## src/rtl/clint_pkg.sv

```systemverilog
// clint_pkg: register offsets, bus FSM states, interrupt cause codes and byte-strobe merge helper for the CLINT.
package clint_pkg;
  localparam logic [15:0] CLINT_MSIP     = 16'h0000;
  localparam logic [15:0] CLINT_MTIMECMP = 16'h4000;
  localparam logic [15:0] CLINT_MTIME    = 16'hBFF8;
  typedef enum logic {BUS_IDLE, BUS_RESP} bus_state_e;
  localparam logic [3:0] IRQ_CAUSE_EXT   = 4'd11;
  localparam logic [3:0] IRQ_CAUSE_SW    = 4'd3;
  localparam logic [3:0] IRQ_CAUSE_TIMER = 4'd7;
  function automatic logic [63:0] apply_strobe(input logic [63:0] old, input logic [63:0] wdata, input logic [7:0] strb);
    logic [63:0] r;
    for (int i = 0; i < 8; i++) r[i*8 +: 8] = strb[i] ? wdata[i*8 +: 8] : old[i*8 +: 8];
    return r;
  endfunction
endpackage

```

## src/rtl/irq_sync.sv

```systemverilog
// irq_sync: N-flop synchroniser for an asynchronous level input.
module irq_sync #(
  parameter int N = 2
) (
  input  logic clk,
  input  logic reset,
  input  logic d_i,
  output logic q_o
);
  logic [N-1:0] sync_q;
  always_ff @(posedge clk) begin
    if (reset) sync_q <= '0;
    else sync_q <= N'({sync_q, d_i});
  end
  assign q_o = sync_q[N-1];
endmodule

```

## src/rtl/clint_irq_ctrl.sv

```systemverilog
// clint_irq_ctrl: msip/mtimecmp/mtime bus registers, pending levels and prioritised interrupt request.
// Define CLINT_EXT_SYNC_EN to pass ext_irq through a 2-flop synchroniser before the pending register.
module clint_irq_ctrl
  import clint_pkg::*;
#(
  parameter int MTIME_DIV = 1
) (
  input  logic        clk,
  input  logic        reset,
  input  logic        req_valid,
  output logic        req_ready,
  input  logic        req_write,
  input  logic [15:0] req_addr,
  input  logic [63:0] req_wdata,
  input  logic [7:0]  req_strobe,
  output logic        resp_valid,
  input  logic        resp_ready,
  output logic [63:0] resp_rdata,
  input  logic        ext_irq,
  input  logic        mstatus_mie,
  input  logic [2:0]  mie_bits,
  output logic        swint,
  output logic        trint,
  output logic        exint,
  output logic        irq_valid,
  output logic [3:0]  irq_cause,
  input  logic        irq_ack
);
  localparam logic [7:0] DIV_LAST = 8'(MTIME_DIV - 1);
  bus_state_e  state_q, state_d;
  logic [63:0] rdata_q, rdata_d, mtime_q, mtime_d, mtimecmp_q, mtimecmp_d;
  logic [7:0]  presc_q, presc_d;
  logic        msip_q, msip_d, trint_q, swint_q, exint_q, ext_s;
  logic        irq_valid_q, irq_valid_d;
  logic [3:0]  irq_cause_q, irq_cause_d, top_cause;
  logic [2:0]  en;
  logic        accept, wr, sel_msip, sel_cmp, sel_mtime, tick, held_en;
`ifdef CLINT_EXT_SYNC_EN
  irq_sync #(.N(2)) u_sync (.clk(clk), .reset(reset), .d_i(ext_irq), .q_o(ext_s));
`else
  assign ext_s = ext_irq;
`endif
  assign accept    = req_valid & (state_q == BUS_IDLE);
  assign wr        = accept & req_write;
  assign sel_msip  = (req_addr & 16'hFFF8) == CLINT_MSIP;
  assign sel_cmp   = (req_addr & 16'hFFF8) == CLINT_MTIMECMP;
  assign sel_mtime = (req_addr & 16'hFFF8) == CLINT_MTIME;
  assign tick      = presc_q == DIV_LAST;
  // en bit order follows priority: {ext, sw, timer}
  assign en        = {exint_q & mie_bits[2], swint_q & mie_bits[0], trint_q & mie_bits[1]} & {3{mstatus_mie}};
  assign top_cause = en[2] ? IRQ_CAUSE_EXT : en[1] ? IRQ_CAUSE_SW : IRQ_CAUSE_TIMER;
  assign held_en   = (irq_cause_q == IRQ_CAUSE_EXT & en[2]) | (irq_cause_q == IRQ_CAUSE_SW & en[1]) |
                     (irq_cause_q == IRQ_CAUSE_TIMER & en[0]);
  always_comb begin
    state_d     = (state_q == BUS_IDLE) ? (req_valid ? BUS_RESP : BUS_IDLE) : (resp_ready ? BUS_IDLE : BUS_RESP);
    rdata_d     = !accept ? rdata_q : req_write ? '0 : sel_msip ? {63'd0, msip_q} :
                  sel_cmp ? mtimecmp_q : sel_mtime ? mtime_q : '0;
    msip_d      = (wr & sel_msip & req_strobe[0]) ? req_wdata[0] : msip_q;
    mtimecmp_d  = (wr & sel_cmp) ? apply_strobe(mtimecmp_q, req_wdata, req_strobe) : mtimecmp_q;
    // a bus write to mtime overrides the tick and restarts the prescaler
    mtime_d     = (wr & sel_mtime) ? apply_strobe(mtime_q, req_wdata, req_strobe) : tick ? mtime_q + 64'd1 : mtime_q;
    presc_d     = ((wr & sel_mtime) | tick) ? 8'd0 : presc_q + 8'd1;
    irq_valid_d = irq_valid_q ? (held_en & ~irq_ack) : |en;
    irq_cause_d = (irq_valid_q | ~|en) ? irq_cause_q : top_cause;
  end
  always_ff @(posedge clk) begin
    if (reset) begin
      state_q     <= BUS_IDLE;
      rdata_q     <= '0;
      msip_q      <= 1'b0;
      mtimecmp_q  <= '1;
      mtime_q     <= '0;
      presc_q     <= '0;
      trint_q     <= 1'b0;
      swint_q     <= 1'b0;
      exint_q     <= 1'b0;
      irq_valid_q <= 1'b0;
      irq_cause_q <= '0;
    end else begin
      state_q     <= state_d;
      rdata_q     <= rdata_d;
      msip_q      <= msip_d;
      mtimecmp_q  <= mtimecmp_d;
      mtime_q     <= mtime_d;
      presc_q     <= presc_d;
      trint_q     <= mtime_q >= mtimecmp_q;
      swint_q     <= msip_q;
      exint_q     <= ext_s;
      irq_valid_q <= irq_valid_d;
      irq_cause_q <= irq_cause_d;
    end
  end
  assign req_ready  = state_q == BUS_IDLE;
  assign resp_valid = state_q == BUS_RESP;
  assign resp_rdata = rdata_q;
  assign swint      = swint_q;
  assign trint      = trint_q;
  assign exint      = exint_q;
  assign irq_valid  = irq_valid_q;
  assign irq_cause  = irq_cause_q;
endmodule

```

## config.mk

```make
export PLATFORM = sky130hd
export DESIGN_NAME = clint_irq_ctrl
export DESIGN_NICKNAME = d
export VERILOG_FILES = /design/src/rtl/clint_pkg.sv /design/src/rtl/irq_sync.sv /design/src/rtl/clint_irq_ctrl.sv
export SDC_FILE = /design/constraint.sdc
export NUM_CORES = 1
export LEC_CHECK = 0
export CAP_MARGIN = 20
export CORE_ASPECT_RATIO = 0.8
export CORE_MARGIN = 2
export CORE_UTILIZATION = 35
export CTS_CLUSTER_SIZE = 25
export DETAILED_ROUTE_END_ITERATION = 16
export PLACE_DENSITY = 0.58
export SETUP_SLACK_MARGIN = 0.1
export SLEW_MARGIN = 10
export SYNTH_ARGS = -nofsm -noshare
export SYNTH_HDL_FRONTEND = slang
export SYNTH_SLANG_ARGS = --single-unit
```

## constraint.sdc

```tcl
create_clock -name clk -period 2.45 [get_ports clk]
set_input_delay 0.3675 -clock clk [delete_from_list [all_inputs] [get_ports clk]]
set_output_delay 0.3675 -clock clk [all_outputs]
set_load 0.005 [all_outputs]
```

==> results.json, run 1 <==
{
  "switching_share_pct": 23.1,
  "power_frac_seq_pct": 44.5,
  "fp-row-count": 59,
  "postPlaceCellArea_um2": 14800,
  "grt_pass1_wl_um": 62600,
  "synth.ff_latch_count": 209,
  "post-place-cells": 2070,
  "core_area_um2": 32700,
  "total_power_uw": 7680,
  "gp_congestion": 0.914,
  "cts_buffers": 24,
  "num-fill-cells": 3174,
  "ys_async_sr_fraction_pct": 0,
  "ys_seq_area_share_pct": 35.8,
  "yosys_warnings": 0,
  "netlist.area_leader.share_pct": 35.8,
  "syn2layout_area_growth_pct": 35.3,
  "maxSlewHeadroom_pct": 60.4,
  "critPathLaunch": "mtime_q[9]$_SDFFE_PP0P_",
  "hpwlAfterDp_um": 29300,
  "wl_per_cell_um": 18.5,
  "skew_ns": 0.0124,
  "wirelength_um": 39100,
  "wl_met2_um": 17500,
  "yosysTopAreaCell": "dfxtp_1",
  "critPathMaxFanout": 6,
  "drt-met1-wl_um": 18400,
  "rsz0062_at_grt": "yes",
  "min_period_ns": 2.25,
  "syn-num-nets": 1594,
  "fin_cells": 2117,
  "critPathMaxStageDelay_ns": 0.48,
  "wl_met3_um": 2310,
  "synth.most_common_cell": "dfxtp_1",
  "grt_pass1_vias": 11456,
  "finalSetupViolations": 0,
  "internal-power_uw": 5900,
  "die_area_um2": 34900,
  "cts.sink_count": 209,
  "synth_common_cells": "209 x dfxtp_1, 150 x nor2_1, 128 x nand2_1",
  "vias": 11834,
  "final-hold-violation-count": 0,
  "fin_nets": 1838,
  "drive_above_1_share_pct": 14.9,
  "drtIter0Drc": 928,
  "clkTransAtPathRegs_ns": 0.06,
  "grt_max_degree": 51,
  "clock_power_share_pct": 49.5,
  "cp-endpoint": "trint$_SDFF_PP0_",
  "vdd_ir_drop_max_v": 0.000388,
  "drtPass1Iterations": 6,
  "synth_area_leaders": "dfxtp_1 36%, ha_1 7.2%, a22o_1 4.9%",
  "synth_enable_flop_cells": 0,
  "drc": 0,
  "root_buffer": "clkbuf_16",
  "worst_ep_arrival_time_ns": 2.63,
  "ios": 173,
  "io_buffers": 169,
  "maxCapViolCount": 0,
  "fmax_mhz": 445,
  "final_area_um2": 15800,
  "start_util_pct": 35.8,
  "die_width_um": 208,
  "finalCritPeriodShare_pct": 91.8,
  "p_comb_share_pct": 6.0,
  "r2r-start": "mtime_q[9]$_SDFFE_PP0P_",
  "top_layer": "met4",
  "cp-end-kind": "register",
  "p_per_area_nw_per_um2": 485,
  "place_ws_ns": -0.286,
  "worst_pin_slew_ns": 0.593,
  "min_path_type": "in2reg",
  "postRouteAntennaNets": 0,
  "reg2reg_to": "trint$_SDFF_PP0_",
  "required_ns": 2.83,
  "start_kind": "register",
  "track_usage_pct": 22.0,
  "reg2reg_depth": 7,
  "critPathKind": "reg2reg",
  "die_height_um": 167,
  "cts.htree.levels": 1,
  "drv_slew": 0,
  "overflow": 0,
  "synth_flop_cell": "dfxtp_1",
  "leakage_uw": 0.00668,
  "fin_ws_ns": 0.201,
  "cts_tree": "done",
  "cts.path.max_buffers": 3,
  "viasPerCell": 5.59,
  "cp_slowest_cell": "dfxtp_1",
  "reg2reg_slack_ns": 0.20,
  "cp_cell_sequence": "ha_1 > a21oi_1 > o21ai_0 > a221oi_2 > a31oi_4 > o211ai_1 > nand3_2",
  "clock_latency_ns": 0.53,
  "synth_area_um2": 11700,
  "p_switching_uw": 1770,
  "synth_cell_types": 70,
  "syn_inst": 1428,
  "postSynthAreaPerCell_um2": 8.19,
  "antenna_found_initial": 0,
  "status": "finished clean"
}
[layout by cell type (no fill, tap or decap), drive strengths merged, types with 5 or more instances in the layout]
cell / netlist / layout
a211oi: 15 / 15
a21o: 15 / 15
a21oi: 57 / 57
a221oi: 9 / 9
a22o: 65 / 65
a22oi: 68 / 68
a311oi: 7 / 7
a31oi: 11 / 11
and2: 15 / 15
and3: 38 / 38
and4: 11 / 11
buf: 52 / 157
clkbuf: 55 / 36
clkdlybuf4s50: 0 / 168
dfxtp: 209 / 209
ha: 67 / 67
inv: 82 / 82
mux2: 10 / 10
mux2i: 13 / 13
nand2: 128 / 128
nand2b: 5 / 5
nand3: 55 / 55
nand4: 37 / 37
nor2: 151 / 151
nor3: 41 / 41
nor4: 28 / 28
o211ai: 70 / 70
o21ai: 51 / 51
o22ai: 8 / 8
xor2: 5 / 5
[worst min path at each step]
stage / end / cells past startpoint / from / slack, ns
2_1_floorplan: presc_q[0]$_SDFF_PP0_ / 1 / presc_q[0]$_SDFF_PP0_ / 0.45
3_3_place_gp: presc_q[0]$_SDFF_PP0_ / 1 / presc_q[0]$_SDFF_PP0_ / 0.47
3_5_place_dp: presc_q[0]$_SDFF_PP0_ / 1 / presc_q[0]$_SDFF_PP0_ / 0.48
4_1_cts: resp_rdata[29]$_SDFFE_PP0P_ / 2 / reset / 0.24
5_1_grt: resp_rdata[30]$_SDFFE_PP0P_ / 2 / reset / 0.27
6_report: resp_rdata[31]$_SDFFE_PP0P_ / 2 / reset / 0.28
[layout make-up]
class	instances	area, um^2	area share, %
Antenna cell	1	2.50	0.0158
Clock buffer	36	737	4.66
Clock inverter	7	87.6	0.554
Inverter	82	308	1.95
Multi-Input combinational cell	1030	6830	43.2
Sequential cell	209	4190	26.5
Tap cell	427	534	3.38
Timing Repair Buffer	325	3130	19.8
[critical path: cells and delay by family, from the launching register on]
kind / cells / cell delay, ns
AO/OA/AOI/OAI: 5 / 1.19
flip-flops: 1 / 0.48
adder cells (fa/ha/maj): 1 / 0.30
AND/OR/NAND/NOR: 1 / 0.14
[state kept, by name, summed over array words and instances, names as in the netlist]
name and flops:
resp_rdata 64, mtimecmp_q 64, trint 1, resp_valid 1
mtime_q 64, presc_q 8, msip_q 1, irq_cause 3
swint 1, irq_valid 1, exint 1
[logic make-up after synthesis]
| group | synth area share [%] |
|---|---|
| compound gates | 24.4 |
| xor+xnor | 0.524 |
| buf+inv | 6.91 |
| flops | 35.8 |
| simple gates | 23.1 |
| mux | 2.08 |
| fa+ha+maj | 7.17 |
[metal layers]
layer / vias to the layer above / GRT usage (%)
li1: 5773 / -
met1: 5670 / 31.1
met2: 339 / 35.3
met3: 52 / 3.04
met4: 0 / 5.13
met5: - / 0
[per-stage QoR]
step                utilization, %  TNS [ns]  hold WS [ns]
finish                        48.4         0         0.276
global route                  48.4         0         0.273
CTS                           48.0         0         0.244
detailed placement            45.4    -18.81         0.479
global placement              45.4    -17.39         0.468
floorplan                        -         0         0.449
[power by group through the flow]
stage / Sequential (uW) / Combinational (uW) / Clock [uW]
after floorplan: 3490 / 137 / 0
after global placement: 3490 / 459 / 0
after detailed placement: 3490 / 459 / 0
after CTS: 3410 / 462 / 3880
after global routing: 3410 / 492 / 3990
final: 3410 / 462 / 3800
[timing repair]
action / in CTS / in global routing
buffers inserted: 1 / 2
setup endpoints to repair: 7 / 28
hold buffers: 0 / 0
gates resized for setup: 6 / 25
pin swaps: 1 / 7
Power figures use the tool's default switching activity.
==> inputs of run 2 (changes only) <==
--- a/config.mk
+++ b/config.mk
@@ -11,6 +11,7 @@
 export CORE_UTILIZATION = 35
 export CTS_CLUSTER_SIZE = 25
 export DETAILED_ROUTE_END_ITERATION = 16
+export HOLD_SLACK_MARGIN = 0.06
 export PLACE_DENSITY = 0.58
 export SETUP_SLACK_MARGIN = 0.1
 export SLEW_MARGIN = 10
==> results of run 2 <==
No change in the layout: final DEF, timing and power equal those of run 1.
==> inputs of run 3 (changes only) <==
--- a/config.mk
+++ b/config.mk
@@ -8,11 +8,11 @@
 export CAP_MARGIN = 20
 export CORE_ASPECT_RATIO = 0.8
 export CORE_MARGIN = 2
-export CORE_UTILIZATION = 35
+export CORE_UTILIZATION = 30
 export CTS_CLUSTER_SIZE = 25
 export DETAILED_ROUTE_END_ITERATION = 16
 export HOLD_SLACK_MARGIN = 0.06
-export PLACE_DENSITY = 0.58
+export PLACE_DENSITY = 0.51
 export SETUP_SLACK_MARGIN = 0.1
 export SLEW_MARGIN = 10
 export SYNTH_ARGS = -nofsm -noshare
==> constraint.sdc (replaced) <==
create_clock -name clk -period 2.45 [get_ports clk]
set_input_delay 0.735 -clock clk [delete_from_list [all_inputs] [get_ports clk]]
set_output_delay 0.735 -clock clk [all_outputs]
set_load 0.005 [all_outputs]
==> run 3 against run 2 <==
Compared with the run above:
- first-iteration DRC count shrank 20%
- register-to-register slack worse by 0.06 ns
- sequential power barely moved
- clock power increased by 9.2%
- power rose by 4.8%
- clock skew up 0.0024 ns
- core utilization is 5.8 points lower
- routed wire length grew 6.7%
- cell count is 4.5% higher
- die area is 16% higher
- largest cell class unchanged
==> results.json, run 3 (synthesis gave the netlist of run 1 again) <==
{
  "status": "finished clean",
  "cp-end-kind": "register",
  "cp_cell_sequence": "inv_1 > ha_1 > nand2b_1 > a2111oi_4 > buf_4 > nand4b_1 > a31oi_4 > o211ai_1 > nand3_2",
  "syn2layout_area_growth_pct": 39.6,
  "wirelength_um": 41700,
  "wl_per_cell_um": 18.9,
  "vias": 11841,
  "cp_top_family": "compound AO/OA/AOI/OAI gates",
  "reg2reg_to": "trint$_SDFF_PP0_",
  "fmax_mhz": 433,
  "fp-row-count": 64,
  "cts.path.max_buffers": 3,
  "drtIter0Drc": 740,
  "critPathMaxStageDelay_ns": 0.37,
  "postRouteAntennaNets": 0,
  "worst-path-buf-inv": 2,
  "maxCapViolCount": 0,
  "most-common-layout-cells": "204 x dfxtp_1, 155 x clkdlybuf4s50_1, 150 x buf_4",
  "drtPass1Iterations": 5,
  "finalCritPeriodShare_pct": 94.3,
  "min_path_type": "reg2reg",
  "cts.htree.levels": 1,
  "critPathLaunch": "mtime_q[0]$_SDFFE_PP0P_",
  "overflow": 0,
  "holdBufCountCts": 0,
  "start_kind": "register",
  "cp_slowest_cell": "a2111oi_4",
  "grt_pass1_wl_um": 65800,
  "grt_max_degree": 124,
  "hpwlAfterDp_um": 30800,
  "final_common_cell": "dfxtp_1",
  "rsz0062_at_grt": "yes",
  "worst_ep_arrival_time_ns": 2.72,
  "crit_cells": 9,
  "clock_latency_ns": 0.55,
  "vdd_ir_drop_max_v": 0.000393,
  "r2r-start": "mtime_q[0]$_SDFFE_PP0P_",
  "drv_slew": 0,
  "die_width_um": 225,
  "root_buffer": "clkbuf_16",
  "viasPerCell": 5.35,
  "start_util_pct": 30.5,
  "cp-endpoint": "trint$_SDFF_PP0_",
  "required_ns": 2.86,
  "grt_pass1_vias": 11777,
  "critPathMaxFanout": 2,
  "skew_ns": 0.0148,
  "cts_tree": "done",
  "cts_buffers": 26,
  "die_area_um2": 40600,
  "clkTransAtPathRegs_ns": 0.06,
  "reg2reg_slack_ns": 0.14,
  "p_per_area_nw_per_um2": 493,
  "drive_above_1_share_pct": 17.4,
  "track_usage_pct": 20.2,
  "antenna_found_initial": 1,
  "fin_nets": 1864,
  "core_area_um2": 38400,
  "worst_pin_slew_ns": 0.714,
  "min_period_ns": 2.31,
  "num-fill-cells": 3817,
  "maxSlewHeadroom_pct": 52.4,
  "holdCritStartpoint": "presc_q[0]$_SDFF_PP0_",
  "gp_congestion": 0.872,
  "drc": 0,
  "die_height_um": 181,
  "fin_ws_ns": 0.139,
  "antenna_cells": 0,
  "ios": 173,
  "cts.sink_count": 209,
  "leakage_uw": 0.00692,
  "total_power_uw": 8040,
  "reg2reg_depth": 9,
  "finalSetupViolations": 0,
  "final-hold-violation-count": 0,
  "io_buffers": 169,
  "critPathKind": "reg2reg",
  "place_ws_ns": -0.675,
  "hold_depth": 1
}
## run 3: cell count changes in the layout (fill, tap and decap cells not counted), sizes merged, moves of 2 or more
cell	delta
buf	+23
clkbuf	+2
clkdlybuf4s50	-13
dlygate4sd2	+9
dlymetal6s2s	+4
## run 3: worst register-to-register path, stage by stage (launching register included)
cell and delay (ns):
dfxtp_1 0.33, inv_1 0.06, ha_1 0.28, nand2b_1 0.20
a2111oi_4 0.37, buf_4 0.17, nand4b_1 0.15, a31oi_4 0.15
o211ai_1 0.30, nand3_2 0.16
## run 3: how the worst min path moves through the flow
stage	endpoint	slack (ns)
floorplan	presc_q[0]$_SDFF_PP0_	0.45
CTS	presc_q[0]$_SDFF_PP0_	0.49
global route	presc_q[0]$_SDFF_PP0_	0.51
global placement	presc_q[0]$_SDFF_PP0_	0.47
finish	presc_q[0]$_SDFF_PP0_	0.49
detailed placement	presc_q[0]$_SDFF_PP0_	0.48
## run 3: timing repair
action,4_1_cts,5_1_grt
setup endpoints to repair,92,127
buffers inserted,4,8
cloned,1,0
pin swaps,8,13
gates resized for setup,39,37
## run 3: stage by stage
stage          instance area [um^2]  instances  hold WS (ns)  TNS (ns)  util, %
6_report                      16300       2212         0.492         0     42.6
4_1_cts                       16100       2204         0.491         0     42.0
5_1_grt                       16300       2212         0.511         0     42.6
3_3_place_gp                  15000       2152         0.472    -83.88     39.2
3_5_place_dp                  15000       2152         0.476    -86.11     39.2
2_1_floorplan                 11700       1428         0.449         0        -
## run 3: area by class of cell
cell class | count | area [um^2] | share of cell area (%)
clock inverter | 9 | 129 | 0.790
timing repair buffer | 348 | 3320 | 20.3
clock buffer | 38 | 787 | 4.82
sequential | 209 | 4190 | 25.7
multi-input combinational | 1031 | 6970 | 42.7
inverter | 82 | 308 | 1.89
tap | 495 | 619 | 3.79
## run 3: power by group
group / internal [uW] / total [uW] / switching [uW]
combinational: 219 / 473 / 254
clock: 2540 / 4150 / 1620
sequential: 3410 / 3420 / 9.00
## run 3: per-layer routing
metal  part of all wire [%]  vias to the layer above  global-route usage (%)  routed length, um
met3                    3.8                       59                    2.63               1580
met5                      0                        -                       0                  0
met4                    2.1                        0                    4.40                858
met2                     46                      262                    33.2              19100
li1                       -                     5824                       -                  -
met1                     48                     5696                    28.2              20200
